==> src/rtl/idct_8.sv <==
// Eight-point Q8 inverse DCT: even/odd multiply-accumulate over four ACC cycles, then an output butterfly.
// Define IDCT_SAT_EN to clamp results to the signed M-bit range; otherwise results wrap to M bits.
module idct_8 #(
  parameter int M = 16
) (
  input  logic           clk,
  input  logic           rst,
  input  logic           start,
  input  logic [M*8-1:0] data,
  output logic           ready,
  output logic [M*8-1:0] out
);

  localparam int ACC_W  = M + 12;
  localparam int COEF_W = 9;

  localparam logic signed [ACC_W-1:0] HALF = ACC_W'(128);
  localparam logic signed [ACC_W-1:0] SMAX = ACC_W'((2 ** (M - 1)) - 1);
  localparam logic signed [ACC_W-1:0] SMIN = ACC_W'(-(2 ** (M - 1)));

  // Rows n=0..3 only; rows 4..7 follow from C[7-n][k] = (-1)^k * C[n][k] in the butterfly.
  localparam logic signed [COEF_W-1:0] COEF [4][8] = '{
    '{9'sd181,  9'sd251,  9'sd237,  9'sd213,  9'sd181,  9'sd142,  9'sd98,   9'sd50},
    '{9'sd181,  9'sd213,  9'sd98,  -9'sd50,  -9'sd181, -9'sd251, -9'sd237, -9'sd142},
    '{9'sd181,  9'sd142, -9'sd98,  -9'sd251, -9'sd181,  9'sd50,   9'sd237,  9'sd213},
    '{9'sd181,  9'sd50,  -9'sd237, -9'sd142,  9'sd181,  9'sd213, -9'sd98,  -9'sd251}
  };

  typedef enum logic [1:0] {S_IDLE, S_ACC, S_OUT, S_HOLD} state_t;

  state_t                  state_q, state_d;
  logic [1:0]              j_q, j_d;
  logic signed [M-1:0]     x_q [8];
  logic signed [M-1:0]     x_d [8];
  logic signed [ACC_W-1:0] e_q [4];
  logic signed [ACC_W-1:0] e_d [4];
  logic signed [ACC_W-1:0] o_q [4];
  logic signed [ACC_W-1:0] o_d [4];
  logic [M*8-1:0]          out_q, out_d;
  logic                    ready_q, ready_d;

  function automatic logic signed [ACC_W-1:0] mac_term(
    input logic signed [M-1:0]      x,
    input logic signed [COEF_W-1:0] c
  );
    return ACC_W'(x) * ACC_W'(c);
  endfunction

  function automatic logic signed [M-1:0] round_sat(input logic signed [ACC_W-1:0] acc);
`ifdef IDCT_SAT_EN
    logic signed [ACC_W-1:0] r;
    r = (acc + HALF) >>> 8;
    if (r > SMAX) return {1'b0, {(M-1){1'b1}}};
    else if (r < SMIN) return {1'b1, {(M-1){1'b0}}};
    else return r[M-1:0];
`else
    return M'((acc + HALF) >>> 8);
`endif
  endfunction

  always_ff @(posedge clk or posedge rst) begin
    if (rst) state_q <= S_IDLE;
    else     state_q <= state_d;
  end

  always_comb begin
    state_d = state_q;
    unique case (state_q)
      S_IDLE: if (start) state_d = S_ACC;
      S_ACC: begin
        if (!start)            state_d = S_IDLE;
        else if (j_q == 2'd3)  state_d = S_OUT;
      end
      S_OUT:  state_d = start ? S_HOLD : S_IDLE;
      S_HOLD: if (!start) state_d = S_IDLE;
      default: state_d = S_IDLE;
    endcase
  end

  always_comb begin
    x_d     = x_q;
    e_d     = e_q;
    o_d     = o_q;
    j_d     = j_q;
    out_d   = out_q;
    ready_d = ready_q;
    unique case (state_q)
      S_IDLE: begin
        if (start) begin
          for (int k = 0; k < 8; k++) x_d[k] = data[M*k +: M];
          for (int n = 0; n < 4; n++) begin
            e_d[n] = '0;
            o_d[n] = '0;
          end
          j_d = 2'd0;
        end
      end
      S_ACC: begin
        // Step j consumes the coefficient pair X[2j] (even) and X[2j+1] (odd).
        if (start) begin
          for (int n = 0; n < 4; n++) begin
            e_d[n] = e_q[n] + mac_term(x_q[{j_q, 1'b0}], COEF[n][{j_q, 1'b0}]);
            o_d[n] = o_q[n] + mac_term(x_q[{j_q, 1'b1}], COEF[n][{j_q, 1'b1}]);
          end
          j_d = j_q + 2'd1;
        end
      end
      S_OUT: begin
        if (start) begin
          for (int n = 0; n < 4; n++) begin
            out_d[M*n +: M]       = round_sat(e_q[n] + o_q[n]);
            out_d[M*(7-n) +: M]   = round_sat(e_q[n] - o_q[n]);
          end
          ready_d = 1'b1;
        end
      end
      S_HOLD: if (!start) ready_d = 1'b0;
      default: ;
    endcase
  end

  always_ff @(posedge clk or posedge rst) begin
    if (rst) begin
      for (int k = 0; k < 8; k++) x_q[k] <= '0;
      for (int n = 0; n < 4; n++) begin
        e_q[n] <= '0;
        o_q[n] <= '0;
      end
      j_q     <= 2'd0;
      out_q   <= '0;
      ready_q <= 1'b0;
    end else begin
      x_q     <= x_d;
      e_q     <= e_d;
      o_q     <= o_d;
      j_q     <= j_d;
      out_q   <= out_d;
      ready_q <= ready_d;
    end
  end

  assign ready = ready_q;
  assign out   = out_q;

endmodule

==> config.mk <==
export PLATFORM = sky130hd
export DESIGN_NAME = idct_8
export DESIGN_NICKNAME = d
export VERILOG_FILES = /design/src/rtl/idct_8.sv
export SDC_FILE = /design/constraint.sdc
export NUM_CORES = 2
export LEC_CHECK = 0
export CAP_MARGIN = 20
export CORE_MARGIN = 5
export CORE_UTILIZATION = 38
export DETAILED_ROUTE_END_ITERATION = 16
export GPL_TIMING_DRIVEN = 0
export PLACE_DENSITY_LB_ADDON = 0.3
export SLEW_MARGIN = 20
export SYNTH_ARGS = -nofsm -noshare
export SYNTH_HDL_FRONTEND = slang
export SYNTH_SLANG_ARGS = --single-unit
==> constraint.sdc <==
create_clock -name clk -period 19 [get_ports clk]
set_clock_uncertainty 0.2 [all_clocks]
set_input_delay 1.9 -clock clk [delete_from_list [all_inputs] [get_ports clk]]
set_output_delay 1.9 -clock clk [all_outputs]
set_load 0.05 [all_outputs]
### After elaboration in Yosys (flattened, before gate mapping)

Memories as Yosys holds them, arrays and structs flattened.
Index checks and enable logic that the tools add are counted.

| storage, ports and cells | value |
|---|---|
| register bits after elaboration | 485 |
| bits in read-only memories | 576 |
| memories | 8 |

| operators by class | value |
|---|---|
| add/sub/neg operators | 25 |
| multiply operators | 8 |
| $lt $le $gt $ge | 2 |
| equal/unequal tests | 9 |
| mux-type cells | 39 |
| bitwise gates (word level) | 2 |
| reduce and logical (&&, ||, !) cells | 8 |

Memories:

| name | depth | width | read ports | clocked after Yosys merged registers in | wr ports | line | RTL |
|---|---|---|---|---|---|---|---|
| (no name shown) | 8 | 9 | 1 | 0 | 0 | 103 | `o_d[n] = o_q[n] + mac_term(x_q[{j_q, 1'b1}], COEF[n][{j_q, 1'b1}]);` |
| (no name shown) | 8 | 9 | 1 | 0 | 0 | 102 | `e_d[n] = e_q[n] + mac_term(x_q[{j_q, 1'b0}], COEF[n][{j_q, 1'b0}]);` |
| (no name shown) | 8 | 9 | 1 | 0 | 0 | 103 |  |
| (no name shown) | 8 | 9 | 1 | 0 | 0 | 102 |  |
| (no name shown) | 8 | 9 | 1 | 0 | 0 | 103 |  |
| (no name shown) | 8 | 9 | 1 | 0 | 0 | 102 |  |
| +2 memories | -- | -- | -- | -- | -- | -- |  |

Operators with widths:

| kind | count |
|---|---|
| case mux 112 bit (2 select lines) | 2 |
| 2-to-1 mux 112 bit | 3 |
| adder 28 x 25 -> 28 bit | 8 |
| multiplier 16 x 9 -> 25 bit | 8 |
| adder 24 x 9 -> 24 bit, second input constant | 8 |
| 2-to-1 mux 9 bit | 16 |
| adder 24 bit | 4 |
| binary-select mux 16 bit (select 3 bit) | 2 |
| subtractor 24 bit | 4 |
| 2-to-1 mux 16 bit | 4 |
| 2-to-1 mux 2 bit | 7 |
| AND reduction 3 bit | 3 |
| greater-or-equal comparator 4 bit, second input constant | 2 |
| inequality test 2 bit, second input constant | 4 |
| NOT 3 -> 4 bit | 2 |
| case mux 2 bit (4 select lines) | 1 |
| == test 2 bit, second input constant | 3 |
| case mux 2 bit (2 select lines) | 1 |
| AND reduction 2 bit | 2 |
| nonzero test 2 bit | 2 |
| inequality test 3 bit, second input constant | 1 |
| adder 2 x 1 -> 2 bit, second input constant | 1 |
| == test 2 x 1 -> 1 bit, second input constant | 1 |
| zero test 2 bit | 1 |
| 2 further kinds | 3 |

### Longest topological paths before layout

| depth | value |
|---|---|
| word-level depth | 8 |
| mapped depth | 33 |
| gate-level depth less buffers | 28 |

### Least setup slack after synthesis

No wires, ideal clock.

| path | value |
|---|---|
| path kind | register to register |
| start point | register j_q[0] |
| end point | register o_q[106] (netlist bit) |
| library setup time | 0.141 ns |
| arrival time | 8.046 ns |
| data required time | 18.659 ns |
| path slack | 10.613 ns |
| cell stages (with the launch flop) | 31 |
| buffers on the path | 7 |
| period minus slack after synthesis | 8.387 ns |
| cell sequence | dfrtp_1 > clkbuf_1 > buf_1 > buf_2 > buf_2 > clkinv_1 > clkbuf_1 > ha_1 > clkbuf_1 > buf_1 > nand2_1 > fa_1 > inv_1 > fa_1 > inv_1 > fa_1 > inv_1 > fa_1 > inv_1 > fa_1 > inv_1 > ha_1 > or4_1 > o22a_1 > a41o_1 > o221ai_1 > a21oi_1 > or4_1 > a31oi_1 > xor2_1 > o22ai_1 |

| on the way | value |
|---|---|
| cells in the longest elaborated chain, start to end | 8 |
| elaborated cells on any way between the ends | 11 |

RTL lines:

| element | line | RTL |
|---|---|---|
| start: declaration | 32 | `logic [1:0] j_q, j_d;` |
| start signal: assignment | 136 | `j_q <= j_d;` |
| NOT 3 -> 4 bit (not written as such) * | 103 |  |
| memory (8 x 9 bit) or binary-select mux 16 bit (select 3 bit) (tied branches) | -- |  |
| 2-to-1 mux 9 bit (not written as such) or 2-to-1 mux 16 bit (tied branches) (2 in series) | 103 |  |
| multiplier 16 x 9 -> 25 bit * | 46 | `return ACC_W'(x) * ACC_W'(c);` |
| adder 28 x 25 -> 28 bit * | 103 |  |
| 2-to-1 mux 112 bit * | 100 | `if (start) begin` |
| case mux 112 bit (2 select lines) * | 87 | `unique case (state_q)` |
| end signal: indexed assignment | 127 | `o_q[n] <= '0;` |
| end signal: assignment | 135 | `o_q <= o_d;` |
| end: declaration | 37 | `logic signed [ACC_W-1:0] o_q [4];` |

Mark *: on every way between the ends. The rest lies on a longest branch, timed or not. The select of a mux whose other input is x is not followed.
A chain may end at the register's enable or synchronous reset.

### Worst setup path in the final report

| path | value |
|---|---|
| start point | register j_q[0] |
| end point | register e_q[49] (netlist bit) |

| on the way | value |
|---|---|
| cells in the longest elaborated chain, start to end | 8 |
| elaborated cells on any way between the ends | 11 |

RTL lines:

| element | line | RTL |
|---|---|---|
| NOT 3 -> 4 bit (not written as such) * | 102 |  |
| memory (8 x 9 bit) or binary-select mux 16 bit (select 3 bit) (tied branches) | -- |  |
| 2-to-1 mux 9 bit (not written as such) or 2-to-1 mux 16 bit (tied branches) (2 in series) | 102 |  |
| multiplier 16 x 9 -> 25 bit * | 46 |  |
| adder 28 x 25 -> 28 bit * | 102 |  |
| 2-to-1 mux 112 bit * | 100 |  |
| case mux 112 bit (2 select lines) * | 87 |  |
| end signal: indexed assignment | 126 | `e_q[n] <= '0;` |
| end signal: assignment | 134 | `e_q <= e_d;` |
| end: declaration | 35 | `logic signed [ACC_W-1:0] e_q [4];` |

Marked as above.

==> run_results.csv <==
group,metric,value,unit
synth,synth.largest_area_cell,"sky130_fd_sc_hd__fa_1",
critical_path,worstPathMaxFanout,10,
floorplan,core_region_area,172100,sq um
global_routing,grt_pass1_vias,52830,
clocking,htree_levels,2,
sta,max_slew_margin,15.79,%
sta,finalSetupViolations,0,
drt,routedWlPerCell,26.21,um
final_layout,nets,9363,
critical_path,setup.worst_path.start,"j_q[0]$_DFFE_PP0P_",
critical_path,slowest_delay,0.87,ns
sta,timing.setup.tns,0,ns
clocking,cts_tree,"yes",
hold_path,hold_class,"flop to flop",
drt,routed_vias,50300,
sta,min_period,12.98,ns
synth,synth_ff_type,"sky130_fd_sc_hd__dfrtp_1",
drt,first_pass_iteration_count_of_the_detailed_router,6,
critical_path,crit_path_end_kind,"flop",
critical_path,start_kind,"flop",
synth,yosysSeqAreaShare,17.19,%
global_routing,grt_start_max_net_pins,99,
sta,min_period_over_period,68.30,%
synth,post_synth.cell_area_avg,9.365,sq um
placement,gp_routability_congestion,0.9870,
floorplan,top_level_ports,260,
synth,syn_inst,7040,
final_layout,areaGrowthSynthToFinish,12.16,%
final_layout,finalInstanceArea,73950,sq um
placement,place.detailed.hpwl,221100,um
critical_path,cp_data_arrival_time,13.30,ns
floorplan,dieHeight,426.5,um
clocking,cts.path.max_buffers,3,
synth,synth-edff-count,0,
global_routing,grt_use_total,28.34,%
critical_path,cp_common_cell,"sky130_fd_sc_hd__fa_1",
floorplan,num_rows,152,
job,max_cap_viol_count,0,
sta,hold_ws,0.2773,ns
hold_path,hold_path.startpoint,"out[52]$_DFFE_PP0P_",
clocking,tritoncts_num_sinks,453,
clocking,cts_hold_buf,0,
global_routing,number_of_antenna_violations_at_the_first_check_in_global_routing,14,
drt,initial_detailed_routing_violation_count,3601,
global_routing,gr-total-overflow,0,
clocking,clockRootBuffer,"sky130_fd_sc_hd__clkbuf_16",
synth,post-synth-top-area-fraction,29.76,%
synth,synth_seq_cells,453,
clocking,cts_inserted_buffers,59,
synth,ys.warnings.count,0,
drt,route.final.wire_length,255300,um
synth,share_of_flip_flops_with_an_asynchronous_set_or_reset,100.0,%
synth,syn-cell-area,65930,sq um
floorplan,dieArea,181900,sq um
drt,drcViolationCount,0,
synth,synthDistinctLibCells,75,
sta,timing.final.max_slew_violations,0,
critical_path,crit_required,19.32,ns
run_status,outcome,"completed",
synth,netlist_top_cells_area,"sky130_fd_sc_hd__fa_1 (30%), sky130_fd_sc_hd__dfrtp_1 (17%), sky130_fd_sc_hd__ha_1 (17%)",
drt,drt.antenna.violating_nets,0,
floorplan,initial_core_util,38.31,%
floorplan,die_x,426.5,um
sta,fmax,77.06,MHz
sta,finalHoldViolCount,0,
critical_path,startpoint_of_the_lowest_slack_register_to_register_path,"j_q[0]$_DFFE_PP0P_",
critical_path,critical_path.slowest_cell,"sky130_fd_sc_hd__clkbuf_1",
clocking,postCtsSetupBuffers,0,
clocking,postCtsResizedCells,0,
final_layout,drive_above_1_share,5.131,%
placement,placement.cell_area,71870,sq um
global_routing,grt_pass1_wl,368400,um
sta,measured_slew_at_the_worst_slew_check_pin,1.263,ns
synth,synthTopCellsByCount,"sky130_fd_sc_hd__inv_1 (1784), sky130_fd_sc_hd__fa_1 (980), sky130_fd_sc_hd__ha_1 (872)",
critical_path,crit_type,"flop to flop",
clocking,insertion_delay,0.72,ns
synth,yosys.cell_count.top_type,"sky130_fd_sc_hd__inv_1",
drt,viasPerCell,5.165,
sta,unrepaired_setup_endpoints_after_global_routing,"false",
clocking,clkSlewWorstSetupHoldPaths,0.06,ns
placement,port_buffers,259,
## layout make-up
type,instances,area [sq um]
clock buffer,75,1679
sequential,453,11340
buffer,186,752.0
tap,2310,2890
timing repair buffer,277,2973
clock inverter,32,380.4
multi-input combinational,4614,47210
fill,17110,98170
antenna,3,7.507
inverter,1789,6723
## stage by stage
| stage | setup slack (ns) | instances | utilization [%] |
|---|---|---|---|
| finish | 6.023 | 9739 | 42.96 |
| floorplan | 4.273 | 7042 | - |
| CTS | 6.300 | 9735 | 42.95 |
| global route | 5.981 | 9736 | 42.96 |
| detailed placement | 6.396 | 9628 | 41.76 |
| global placement | -2.403 | 9611 | 41.50 |
## placed cells by master (no fill, tap or decap), types with 76 or more instances in the layout
cell	netlist	layout
sky130_fd_sc_hd__clkdlybuf4s50_1	0	259
sky130_fd_sc_hd__nor2_1	351	349
sky130_fd_sc_hd__fa_1	980	980
sky130_fd_sc_hd__nand2_1	592	592
sky130_fd_sc_hd__o21ai_0	280	280
sky130_fd_sc_hd__o22ai_1	83	83
sky130_fd_sc_hd__mux2_2	175	175
sky130_fd_sc_hd__a21oi_1	153	153
sky130_fd_sc_hd__xnor2_1	215	214
sky130_fd_sc_hd__clkbuf_1	168	137
sky130_fd_sc_hd__nand3_1	76	76
sky130_fd_sc_hd__xor2_1	133	133
sky130_fd_sc_hd__inv_1	1784	1783
sky130_fd_sc_hd__ha_1	872	872
sky130_fd_sc_hd__dfrtp_1	453	453
## state kept, by name, summed over array words and instances, names as in the netlist
register,flops
e_q,96
j_q,2
o_q,96
out,128
ready,1
state_q,2
x_q,128
## layer usage
metal	vias up	wire [um]	GRT usage [%]
li1	22560	-	-
met1	25710	107700	37.92
met2	1674	113900	44.69
met3	357	16750	4.467
met4	2	16850	14.30
met5	-	13	0
## critical path, delay by kind of cell (launching register included)
family / cells / cell delay, ns
buffers and inverters: 13 / 5.63
adders and majority gates: 7 / 3.49
AOI/OAI and AO/OA: 8 / 2.15
DFF: 1 / 0.73
and+or+nand+nor: 1 / 0.30
xor gates and xnor gates: 1 / 0.17
## path summary, 6_finish.rpt
path                       cells after the start  slack (ns)                  end
min reg2reg                                    2        0.28  out[52]$_DFFE_PP0P_
min                                            2        0.28  out[52]$_DFFE_PP0P_
max in group asynchronous                      4       15.77  o_q[79]$_DFFE_PP0P_
min in group asynchronous                      2        1.42  out[48]$_DFFE_PP0P_
max reg2reg                                   30        6.02  e_q[49]$_DFFE_PP0P_
max                                           30        6.02  e_q[49]$_DFFE_PP0P_
## cell families after synthesis
| kind of cell | synth area share (%) |
|---|---|
| buffers and inverters | 11.25 |
| DFF | 17.19 |
| xor gates and xnor gates | 4.623 |
| other | 0.005688 |
| adders and majority gates | 46.31 |
| muxes | 3.293 |
| AOI/OAI and AO/OA | 8.352 |
| and+or+nand+nor | 8.976 |
Power is left out: the tool's default activity adds up to more than one toggle a clock period on the data nets, which glitch-free logic cannot reach.
